[src/rtl/netcfg_pkg.sv]
// Shared definitions for the network-config register slave: register map,
// response/burst encodings, unlock key and channel state types.
// No logic; constants and a byte-strobe merge helper only.
package netcfg_pkg;

    localparam logic [5:0] IDX_HOST_IP      = 6'd0;
    localparam logic [5:0] IDX_BOARD_IP     = 6'd1;
    localparam logic [5:0] IDX_HOST_MAC_HI  = 6'd2;
    localparam logic [5:0] IDX_HOST_MAC_LO  = 6'd3;
    localparam logic [5:0] IDX_BOARD_MAC_HI = 6'd4;
    localparam logic [5:0] IDX_BOARD_MAC_LO = 6'd5;
    localparam logic [5:0] IDX_ID           = 6'd6;
    localparam logic [5:0] IDX_CTRL         = 6'd7;

    localparam logic [31:0] NETCFG_ID   = 32'h4E43_4647;
    localparam logic [31:0] UNLOCK_KEY  = 32'hA5A5_0000;

    localparam logic [1:0] RESP_OKAY   = 2'b00;
    localparam logic [1:0] RESP_SLVERR = 2'b10;
    localparam logic [1:0] BURST_FIXED = 2'b00;
    localparam logic [1:0] BURST_INCR  = 2'b01;

    typedef enum logic [1:0] {
        W_IDLE = 2'd0,
        W_DATA = 2'd1,
        W_RESP = 2'd2
    } wr_state_t;

    typedef enum logic {
        R_IDLE = 1'b0,
        R_DATA = 1'b1
    } rd_state_t;

    // Replace the bytes of old_w selected by strb with the bytes of new_w.
    function automatic logic [31:0] strb_merge(input logic [31:0] old_w,
                                               input logic [31:0] new_w,
                                               input logic [3:0]  strb);
        logic [31:0] res;
        res = old_w;
        for (int b = 0; b < 4; b++) begin
            if (strb[b]) res[8*b +: 8] = new_w[8*b +: 8];
        end
        return res;
    endfunction

endpackage

[src/rtl/netcfg_burst_addr.sv]
// Next word index of a burst: FIXED holds, every other burst type increments.
// Purely combinational, zero latency; the index wraps inside 6 bits.
// No handshake; the caller decides when to advance.
module netcfg_burst_addr
    import netcfg_pkg::*;
(
    input  logic [5:0] i_idx,
    input  logic [1:0] i_burst,
    output logic [5:0] o_idx
);

    // Wrap within the 64-word window so no carry ever reaches address bit 8.
    assign o_idx = (i_burst == BURST_FIXED) ? i_idx : i_idx + 6'd1;

endmodule

[src/rtl/axi_slave_netcfg_regs.sv]
// AXI-style register slave holding host/board IP+MAC; optional write lock via NETCFG_WR_PROTECT_EN.
// Writes land one cycle after the beat handshake; first read beat one cycle after the address handshake.
// Address channels ready only when their FSM is idle; read data/resp/last held while RD_DATA_READY is low.
module axi_slave_netcfg_regs
    import netcfg_pkg::*;
#(
    parameter logic [31:0] DEF_HOST_IP   = 32'hC0A8_0001,
    parameter logic [31:0] DEF_BOARD_IP  = 32'hC0A8_000A,
    parameter logic [47:0] DEF_HOST_MAC  = 48'h0000_0000_0000,
    parameter logic [47:0] DEF_BOARD_MAC = 48'h0011_2233_4455
) (
    input  logic        clk,
    input  logic        rstn,
    output logic        SLAVE_CLK,
    output logic        SLAVE_RSTN,
    input  logic [1:0]  SLAVE_WR_ADDR_ID,
    input  logic [31:0] SLAVE_WR_ADDR,
    input  logic [7:0]  SLAVE_WR_ADDR_LEN,
    input  logic [1:0]  SLAVE_WR_ADDR_BURST,
    input  logic        SLAVE_WR_ADDR_VALID,
    output logic        SLAVE_WR_ADDR_READY,
    input  logic [31:0] SLAVE_WR_DATA,
    input  logic [3:0]  SLAVE_WR_STRB,
    input  logic        SLAVE_WR_DATA_LAST,
    input  logic        SLAVE_WR_DATA_VALID,
    output logic        SLAVE_WR_DATA_READY,
    output logic [1:0]  SLAVE_WR_BACK_ID,
    output logic [1:0]  SLAVE_WR_BACK_RESP,
    output logic        SLAVE_WR_BACK_VALID,
    input  logic        SLAVE_WR_BACK_READY,
    input  logic [1:0]  SLAVE_RD_ADDR_ID,
    input  logic [31:0] SLAVE_RD_ADDR,
    input  logic [7:0]  SLAVE_RD_ADDR_LEN,
    input  logic [1:0]  SLAVE_RD_ADDR_BURST,
    input  logic        SLAVE_RD_ADDR_VALID,
    output logic        SLAVE_RD_ADDR_READY,
    output logic [1:0]  SLAVE_RD_BACK_ID,
    output logic [31:0] SLAVE_RD_DATA,
    output logic [1:0]  SLAVE_RD_DATA_RESP,
    output logic        SLAVE_RD_DATA_LAST,
    output logic        SLAVE_RD_DATA_VALID,
    input  logic        SLAVE_RD_DATA_READY,
    output logic [31:0] cfg_host_ip,
    output logic [31:0] cfg_board_ip,
    output logic [47:0] cfg_host_mac,
    output logic [47:0] cfg_board_mac,
    output logic        cfg_update
);

    // ---------------- reset synchroniser ----------------
    logic [1:0] r_rst_sync;
    logic       w_rstn;
    logic       r_live;

    // Assert asynchronously, release two clocks after rstn rises.
    always_ff @(posedge clk or negedge rstn) begin
        if (!rstn) r_rst_sync <= 2'b00;
        else       r_rst_sync <= {r_rst_sync[0], 1'b1};
    end

    assign w_rstn     = r_rst_sync[1];
    assign SLAVE_CLK  = clk;
    assign SLAVE_RSTN = w_rstn;

    // Keeps address READY low during reset and the first cycle after it.
    always_ff @(posedge clk or negedge w_rstn) begin
        if (!w_rstn) r_live <= 1'b0;
        else         r_live <= 1'b1;
    end

    // ---------------- config storage ----------------
    logic [31:0] r_host_ip;
    logic [31:0] r_board_ip;
    logic [47:0] r_host_mac;
    logic [47:0] r_board_mac;
    logic        r_cfg_update;
`ifdef NETCFG_WR_PROTECT_EN
    logic        r_lock;
`endif

    // ---------------- write channel ----------------
    wr_state_t   r_wstate;
    logic [1:0]  r_wid;
    logic [5:0]  r_widx;
    logic [1:0]  r_wburst;
    logic        r_werr;
    logic [5:0]  w_wr_next;
    logic        w_aw_hs;
    logic        w_wr_beat;
    logic        w_wr_err;
    logic [31:0] w_wr_old;
    logic [31:0] w_wr_merged;

    netcfg_burst_addr u_wr_addr (
        .i_idx   (r_widx),
        .i_burst (r_wburst),
        .o_idx   (w_wr_next)
    );

    assign SLAVE_WR_ADDR_READY = (r_wstate == W_IDLE) && r_live;
    assign SLAVE_WR_DATA_READY = (r_wstate == W_DATA);
    assign SLAVE_WR_BACK_VALID = (r_wstate == W_RESP);
    assign SLAVE_WR_BACK_ID    = r_wid;
    assign SLAVE_WR_BACK_RESP  = r_werr ? RESP_SLVERR : RESP_OKAY;

    assign w_aw_hs   = SLAVE_WR_ADDR_VALID && SLAVE_WR_ADDR_READY;
    assign w_wr_beat = SLAVE_WR_DATA_VALID && SLAVE_WR_DATA_READY;

    // Current word under the write pointer, merged with the strobed bytes of the beat.
    always_comb begin
        w_wr_old = '0;
        case (r_widx)
            IDX_HOST_IP:      w_wr_old = r_host_ip;
            IDX_BOARD_IP:     w_wr_old = r_board_ip;
            IDX_HOST_MAC_HI:  w_wr_old = r_host_mac[47:16];
            IDX_HOST_MAC_LO:  w_wr_old = {16'h0, r_host_mac[15:0]};
            IDX_BOARD_MAC_HI: w_wr_old = r_board_mac[47:16];
            IDX_BOARD_MAC_LO: w_wr_old = {16'h0, r_board_mac[15:0]};
            default:          w_wr_old = '0;
        endcase
        w_wr_merged = strb_merge(w_wr_old, SLAVE_WR_DATA, SLAVE_WR_STRB);
    end

    // A beat errors when it targets out-of-range, read-only, or (if locked) config words.
    always_comb begin
        w_wr_err = (r_widx > IDX_CTRL) || (r_widx == IDX_ID);
`ifdef NETCFG_WR_PROTECT_EN
        if (r_lock && (r_widx < IDX_ID)) w_wr_err = 1'b1;
`endif
    end

    // Write FSM: latch the burst, walk the beats until LAST, then hold the response.
    always_ff @(posedge clk or negedge w_rstn) begin
        if (!w_rstn) begin
            r_wstate <= W_IDLE;
            r_wid    <= 2'b00;
            r_widx   <= 6'd0;
            r_wburst <= BURST_INCR;
            r_werr   <= 1'b0;
        end else begin
            case (r_wstate)
                W_IDLE: if (w_aw_hs) begin
                    r_wid    <= SLAVE_WR_ADDR_ID;
                    r_widx   <= SLAVE_WR_ADDR[7:2];
                    r_wburst <= SLAVE_WR_ADDR_BURST;
                    r_werr   <= 1'b0;
                    r_wstate <= W_DATA;
                end
                W_DATA: if (w_wr_beat) begin
                    r_werr <= r_werr | w_wr_err;
                    r_widx <= w_wr_next;
                    if (SLAVE_WR_DATA_LAST) r_wstate <= W_RESP;
                end
                W_RESP: if (SLAVE_WR_BACK_READY) r_wstate <= W_IDLE;
                default: r_wstate <= W_IDLE;
            endcase
        end
    end

    // Config registers take accepted, non-erroring beats; CTRL drives commit and lock.
    always_ff @(posedge clk or negedge w_rstn) begin
        if (!w_rstn) begin
            r_host_ip    <= DEF_HOST_IP;
            r_board_ip   <= DEF_BOARD_IP;
            r_host_mac   <= DEF_HOST_MAC;
            r_board_mac  <= DEF_BOARD_MAC;
            r_cfg_update <= 1'b0;
`ifdef NETCFG_WR_PROTECT_EN
            r_lock       <= 1'b1;
`endif
        end else begin
            r_cfg_update <= w_wr_beat && (r_widx == IDX_CTRL) &&
                            SLAVE_WR_DATA[0] && SLAVE_WR_STRB[0];
            if (w_wr_beat && !w_wr_err) begin
                case (r_widx)
                    IDX_HOST_IP:      r_host_ip          <= w_wr_merged;
                    IDX_BOARD_IP:     r_board_ip         <= w_wr_merged;
                    IDX_HOST_MAC_HI:  r_host_mac[47:16]  <= w_wr_merged;
                    IDX_HOST_MAC_LO:  r_host_mac[15:0]   <= w_wr_merged[15:0];
                    IDX_BOARD_MAC_HI: r_board_mac[47:16] <= w_wr_merged;
                    IDX_BOARD_MAC_LO: r_board_mac[15:0]  <= w_wr_merged[15:0];
                    IDX_CTRL: begin
`ifdef NETCFG_WR_PROTECT_EN
                        // Whole-word compare: only the key (bit0 free) unlocks, anything else locks.
                        r_lock <= ((SLAVE_WR_DATA & ~32'h1) != UNLOCK_KEY);
`endif
                    end
                    default: ;
                endcase
            end
        end
    end

    assign cfg_host_ip   = r_host_ip;
    assign cfg_board_ip  = r_board_ip;
    assign cfg_host_mac  = r_host_mac;
    assign cfg_board_mac = r_board_mac;
    assign cfg_update    = r_cfg_update;

    // ---------------- read channel ----------------
    rd_state_t   r_rstate;
    logic [1:0]  r_rid;
    logic [5:0]  r_ridx;
    logic [1:0]  r_rburst;
    logic [7:0]  r_rlen;
    logic [7:0]  r_rcnt;
    logic [31:0] r_rdata;
    logic [1:0]  r_rresp;
    logic        r_rlast;
    logic [5:0]  w_rd_next;
    logic [5:0]  w_rd_sel;
    logic [31:0] w_rd_word;
    logic        w_rd_err;
    logic        w_ar_hs;

    netcfg_burst_addr u_rd_addr (
        .i_idx   (r_ridx),
        .i_burst (r_rburst),
        .o_idx   (w_rd_next)
    );

    assign SLAVE_RD_ADDR_READY = (r_rstate == R_IDLE) && r_live;
    assign SLAVE_RD_DATA_VALID = (r_rstate == R_DATA);
    assign SLAVE_RD_BACK_ID    = r_rid;
    assign SLAVE_RD_DATA       = r_rdata;
    assign SLAVE_RD_DATA_RESP  = r_rresp;
    assign SLAVE_RD_DATA_LAST  = r_rlast;

    assign w_ar_hs  = SLAVE_RD_ADDR_VALID && SLAVE_RD_ADDR_READY;
    assign w_rd_sel = (r_rstate == R_IDLE) ? SLAVE_RD_ADDR[7:2] : w_rd_next;

    // Word about to be loaded into the read data register (pre-write value on a collision).
    always_comb begin
        w_rd_word = '0;
        w_rd_err  = 1'b0;
        case (w_rd_sel)
            IDX_HOST_IP:      w_rd_word = r_host_ip;
            IDX_BOARD_IP:     w_rd_word = r_board_ip;
            IDX_HOST_MAC_HI:  w_rd_word = r_host_mac[47:16];
            IDX_HOST_MAC_LO:  w_rd_word = {16'h0, r_host_mac[15:0]};
            IDX_BOARD_MAC_HI: w_rd_word = r_board_mac[47:16];
            IDX_BOARD_MAC_LO: w_rd_word = {16'h0, r_board_mac[15:0]};
            IDX_ID:           w_rd_word = NETCFG_ID;
            IDX_CTRL: begin
`ifdef NETCFG_WR_PROTECT_EN
                w_rd_word = {r_lock, 31'h0};
`endif
            end
            default:          w_rd_err  = 1'b1;
        endcase
    end

    // Read FSM: preload beat 0 on the address handshake, load the next beat on each accept.
    always_ff @(posedge clk or negedge w_rstn) begin
        if (!w_rstn) begin
            r_rstate <= R_IDLE;
            r_rid    <= 2'b00;
            r_ridx   <= 6'd0;
            r_rburst <= BURST_INCR;
            r_rlen   <= 8'd0;
            r_rcnt   <= 8'd0;
            r_rdata  <= '0;
            r_rresp  <= RESP_OKAY;
            r_rlast  <= 1'b0;
        end else begin
            case (r_rstate)
                R_IDLE: if (w_ar_hs) begin
                    r_rid    <= SLAVE_RD_ADDR_ID;
                    r_ridx   <= w_rd_sel;
                    r_rburst <= SLAVE_RD_ADDR_BURST;
                    r_rlen   <= SLAVE_RD_ADDR_LEN;
                    r_rcnt   <= 8'd0;
                    r_rdata  <= w_rd_word;
                    r_rresp  <= w_rd_err ? RESP_SLVERR : RESP_OKAY;
                    r_rlast  <= (SLAVE_RD_ADDR_LEN == 8'd0);
                    r_rstate <= R_DATA;
                end
                R_DATA: if (SLAVE_RD_DATA_READY) begin
                    if (r_rlast) begin
                        r_rstate <= R_IDLE;
                    end else begin
                        r_ridx  <= w_rd_next;
                        r_rcnt  <= r_rcnt + 8'd1;
                        r_rdata <= w_rd_word;
                        r_rresp <= w_rd_err ? RESP_SLVERR : RESP_OKAY;
                        r_rlast <= ((r_rcnt + 8'd1) == r_rlen);
                    end
                end
                default: r_rstate <= R_IDLE;
            endcase
        end
    end

    // Address bits outside [7:2] and the write LEN field are intentionally not used.
    logic w_unused;
    assign w_unused = ^{SLAVE_WR_ADDR[31:8], SLAVE_WR_ADDR[1:0], SLAVE_WR_ADDR_LEN,
                        SLAVE_RD_ADDR[31:8], SLAVE_RD_ADDR[1:0]};

endmodule

[config.mk]
export PLATFORM = sky130hd
export DESIGN_NAME = axi_slave_netcfg_regs
export DESIGN_NICKNAME = d
export VERILOG_FILES = /design/src/rtl/netcfg_pkg.sv /design/src/rtl/netcfg_burst_addr.sv /design/src/rtl/axi_slave_netcfg_regs.sv
export SDC_FILE = /design/constraint.sdc
export NUM_CORES = 1
export LEC_CHECK = 0
export CAP_MARGIN = 20
export CORE_UTILIZATION = 47
export CTS_CLUSTER_SIZE = 10
export DETAILED_ROUTE_END_ITERATION = 12
export GPL_TIMING_DRIVEN = 1
export PLACE_DENSITY = 0.79
export RECOVER_POWER = 25
export SLEW_MARGIN = 5
export SYNTH_ARGS = -nofsm -noshare
export SYNTH_HDL_FRONTEND = slang
export SYNTH_HIERARCHICAL = 1
export SYNTH_SLANG_ARGS = --single-unit
[constraint.sdc]
create_clock -name clk -period 14.1 [get_ports clk]
set_clock_uncertainty 0.15 [all_clocks]
set_input_delay 2.115 -clock clk [delete_from_list [all_inputs] [get_ports clk]]
set_output_delay 2.115 -clock clk [all_outputs]
set_load 0.1 [all_outputs]
# Yosys cells after proc, flatten, opt, wreduce, memory -nomap -nowiden

Cells that the tools add are included.

Bits in registers: 239
Output and inout port bits: 209
Word-level logic and storage cells: 132
Input port bits: 132

Reductions and logical operators: 32
Bitwise gates (word level): 2
Eq/ne operators: 25
Add/sub/neg operators: 3
Muxes and demuxes: 46
Magnitude comparators: 1

Operator list:

| kind                                                                   | count |
|---|---|
| 32-bit case mux with 7 select lines                                    | 1 |
| 32-bit case mux with 5 select lines                                    | 1 |
| 32-bit 2-to-1 mux                                                      | 3 |
| 32-bit case mux with 2 select lines                                    | 1 |
| 8-bit 2-to-1 mux                                                       | 7 |
| 6-bit by 3-bit equality test with 1-bit output (second input constant) | 8 |
| 6-bit 2-to-1 mux                                                       | 8 |
| 6-bit by 2-bit equality test with 1-bit output (second input constant) | 4 |
| 6-bit case mux with 2 select lines                                     | 2 |
| 2-bit 2-to-1 mux                                                       | 9 |
| 2-bit AND reduction                                                    | 9 |
| 8-bit case mux with 2 select lines                                     | 1 |
| 6-bit by 1-bit adder with 6-bit output (second input constant)         | 2 |
| 6-bit by 1-bit equality test with 1-bit output (second input constant) | 2 |
| 6-bit logical NOT                                                      | 2 |
| 2-bit inequality test (second input constant)                          | 6 |
| 1-bit logical AND                                                      | 9 |
| 8-bit by 1-bit adder with 8-bit output (second input constant)         | 1 |
| 8-bit equality test                                                    | 1 |
| 8-bit logical NOT                                                      | 1 |
| 1-bit 2-to-1 mux                                                       | 8 |
| 4-bit AND reduction                                                    | 2 |
| 8-bit OR reduction                                                     | 1 |
| 6-bit by 3-bit > comparator with 1-bit output (second input constant)  | 1 |
| 13 further kinds                                                       | 19 |

# Logic depth before layout (Yosys ltp)

Depth after elaboration: 9
Gate-level depth with buffers: 10
Mapped depth without buffers: 8

# Cells and area by module

Netlist, hierarchy kept.

By module, submodules not included:

| module                | instances | area each (sq um) | sequential area each (sq um) | cells each |
|---|---|---|---|---|
| axi_slave_netcfg_regs | 1         | 11,815.1          | 5,992.0                      | 1,003 |
| netcfg_burst_addr     | 2         | 115.1             | 0.0                          | 14 |

==> impl_metrics.env <==
export IMPL_drive_gt1_share_pct=20.6
export IMPL_coreArea_sq_um=25200
export IMPL_clock_latency_ns=0.65
export IMPL_grt_max_degree=72
export IMPL_setup_viol=0
export IMPL_die_area_sq_um=26300
export IMPL_met1_usage_pct=41.4
export IMPL_area_growth_pct=33.4
export IMPL_worstSetupPathType="clock port to primary output"
export IMPL_synth_seq_cells=238
export IMPL_ff_latch_area_sq_um=6000
export IMPL_r2r_end="cfg_host_ip[29]$_DFFE_PN0P_"
export IMPL_start_util_pct=47.8
export IMPL_crit_path_cell_trace="clkbuf_16 > clkbuf_16 > clkdlybuf4s50_1"
export IMPL_cts_setup_buffers=0
export IMPL_cp_max_fo=2
export IMPL_status="complete, but fails checks"
export IMPL_drc=0
export IMPL_wl_per_cell_microns=24.7
export IMPL_synthDistinctLibCells=67
export IMPL_grt_first_pass_wirelength_microns=61700
export IMPL_die_h_microns=162
export IMPL_yosysTopAreaCellShare_pct=43.4
export IMPL_final_util_pct=63.8
export IMPL_avgSynthCellArea_sq_um=11.7
export IMPL_gp_routability_congestion=0.866
export IMPL_asyncSetResetFlopFracSynth_pct=100
export IMPL_multi_input_area_sq_um=5770
export IMPL_reg2reg_slack_ns=6.05
export IMPL_cp_start_kind="clock port"
export IMPL_grt_util_met2_pct=46.4
export IMPL_grt_remaining_overflow=0
export IMPL_r2r_start="r_rst_sync[1]$_DFF_PN0_"
export IMPL_syn_inst=1031
export IMPL_hpwl_microns=26500
export IMPL_ys_flop_type="dfrtp_1"
export IMPL_tightestPinTransition_ns=3.77
export IMPL_num_nets_final=1429
export IMPL_crit_path_top_delay_cell="clkdlybuf4s50_1"
export IMPL_yosysMostFrequentCell="dfrtp_1"
export IMPL_cts_reportedPaths_clkPinSlew_ns=0.05
export IMPL_dr_total_vias=10500
export IMPL_die_x_microns=162
export IMPL_fin_setup_tns_ns=0
export IMPL_crit_required_ns=11.84
export IMPL_drt_iter0_drc=1208
export IMPL_globalRouteTotalUtil_pct=31.0
export IMPL_rr_worst_depth=3
export IMPL_rsz0062_at_grt="no"
export IMPL_ios=341
export IMPL_ys_seq_area_share_pct=49.7
export IMPL_use_met3_pct=6.82
export IMPL_synthSimpleGateAreaFrac_pct=8.24
export IMPL_hold_slack_ns=0.195
export IMPL_violations="max-capacitance violations, max-slew violations"
export IMPL_synth_top_area_cell="dfrtp_1"
export IMPL_diodes=0
export IMPL_synth_adder_area_share_pct=0.312
export IMPL_synth_xor_area_share_pct=1.38
export IMPL_cpMostUsedCell="clkbuf_16"
export IMPL_drt_pass1_iter_count=7
export IMPL_io_buffers=278
export IMPL_startpoint="clk"
export IMPL_slew_violations=177
export IMPL_ant_nets=0
export IMPL_yosysWarnings=6
export IMPL_synth_edf_count=0
export IMPL_postRouteWirelength_microns=40700
export IMPL_fp_row_count=58
export IMPL_slew_limit_headroom_pct=-151
export IMPL_antenna_found_initial=0
export IMPL_slowest_delay_ns=0.96
export IMPL_cap_violations=3
export IMPL_synthMuxAreaShare_pct=17.2
export IMPL_cts_tree="yes"
export IMPL_first_global_vias=10500
export IMPL_yosys_top_cells_count="209 x dfrtp_1, 151 x mux2_2, 71 x nand2_1"
export IMPL_via_per_inst=6.36
export IMPL_crit_end="SLAVE_CLK"
export IMPL_top_usage_layer="met2"
export IMPL_final_hold_viol_count=0
export IMPL_end_kind="primary output"
export IMPL_worstPathArrival_ns=8.25
export IMPL_synth_area_top_cells="dfrtp_1 43%, mux2_2 14%, dfstp_2 6.3%"
export IMPL_min_path_type="flip-flop to flip-flop"
export IMPL_synth_top_family_by_area="compound AO/OA/AOI/OAI gates"
export IMPL_synth_compound_area_share_pct=20.0
export IMPL_syn_area_sq_um=12000
export IMPL_fillerInstances=1965
## routing by layer
layer / wire length [microns] / part of all wire (%)
met1: 16200 / 40
met2: 18500 / 46
met3: 3730 / 9.2
met4: 2180 / 5.4
met5: 0 / 0
## state kept, by name, indices dropped and copies added (netlist names), 6 cells and up
name / flops
SLAVE_RD_DATA: 32
cfg_board_ip: 32
cfg_board_mac: 48
cfg_host_ip: 32
cfg_host_mac: 48
r_rcnt: 8
r_ridx: 6
r_rlen: 8
r_widx: 6
## through the flow
stage	instances	setup WS [ns]	cell area, sq um
final	1646	3.58	16100
after global routing	1646	3.57	16100
after CTS	1646	3.57	16100
after detailed placement	1590	3.85	15200
after global placement	1590	3.85	15200
after floorplan	1033	4.57	12100
## placed cells by master, fill, tap and decap left out, types with 23 or more instances in the layout
master           netlist  routed
nand2_1               71      70
a21oi_1               23      23
clkdlybuf4s50_1        0     273
dfstp_2               29      29
mux2_2               151     151
a22oi_1               47      47
clkbuf_16              0      32
o21ai_0               58      58
dfrtp_1              209     208
a22o_1                27      27
a222oi_1              31      31
## critical path: cells and delay by family
family / cells / cell delay (ns)
buffers and inverters: 3 / 1.20
## kinds of logic after synthesis
group                    count (synthesis)
other                                    2
multiplexers                           183
adder cells (fa/ha/maj)                  3
flip-flops                             238
XOR/XNOR                                19
AO/OA/AOI/OAI                          313
AND/OR/NAND/NOR                        190
buffers and inverters                   83
## what timing repair did
action	in CTS	in global routing
endpoints found under the hold margin	1	0
hold buffers	1	0
gates resized for setup	0	0
## final cells by class
class                   instances  area share [%]
flip-flops and latches        238            37.3
multi-input cells             712            35.9
repair buffers                297            18.1
clock buffers                  55            5.75
well taps                     330            2.57
inverters                      13           0.304
clock inverters                 1          0.0311
## worst min path at each step
stage	start	to	slack (ns)	cells past startpoint
5_1_grt	r_rst_sync[0]$_DFF_PN0_	r_rst_sync[1]$_DFF_PN0_	0.21	0
3_5_place_dp	r_rst_sync[1]$_DFF_PN0_	SLAVE_RD_BACK_ID[0]$_DFFE_PN0P_	-0.03	0
6_report	r_rst_sync[0]$_DFF_PN0_	r_rst_sync[1]$_DFF_PN0_	0.20	0
3_3_place_gp	r_rst_sync[1]$_DFF_PN0_	SLAVE_RD_BACK_ID[0]$_DFFE_PN0P_	-0.03	0
4_1_cts	r_rst_sync[0]$_DFF_PN0_	r_rst_sync[1]$_DFF_PN0_	0.20	0
2_1_floorplan	r_rst_sync[0]$_DFF_PN0_	r_rst_sync[1]$_DFF_PN0_	0.18	0
Power is left out: the tool's default activity adds up to more than one toggle a clock period on the data nets, which glitch-free logic cannot reach.
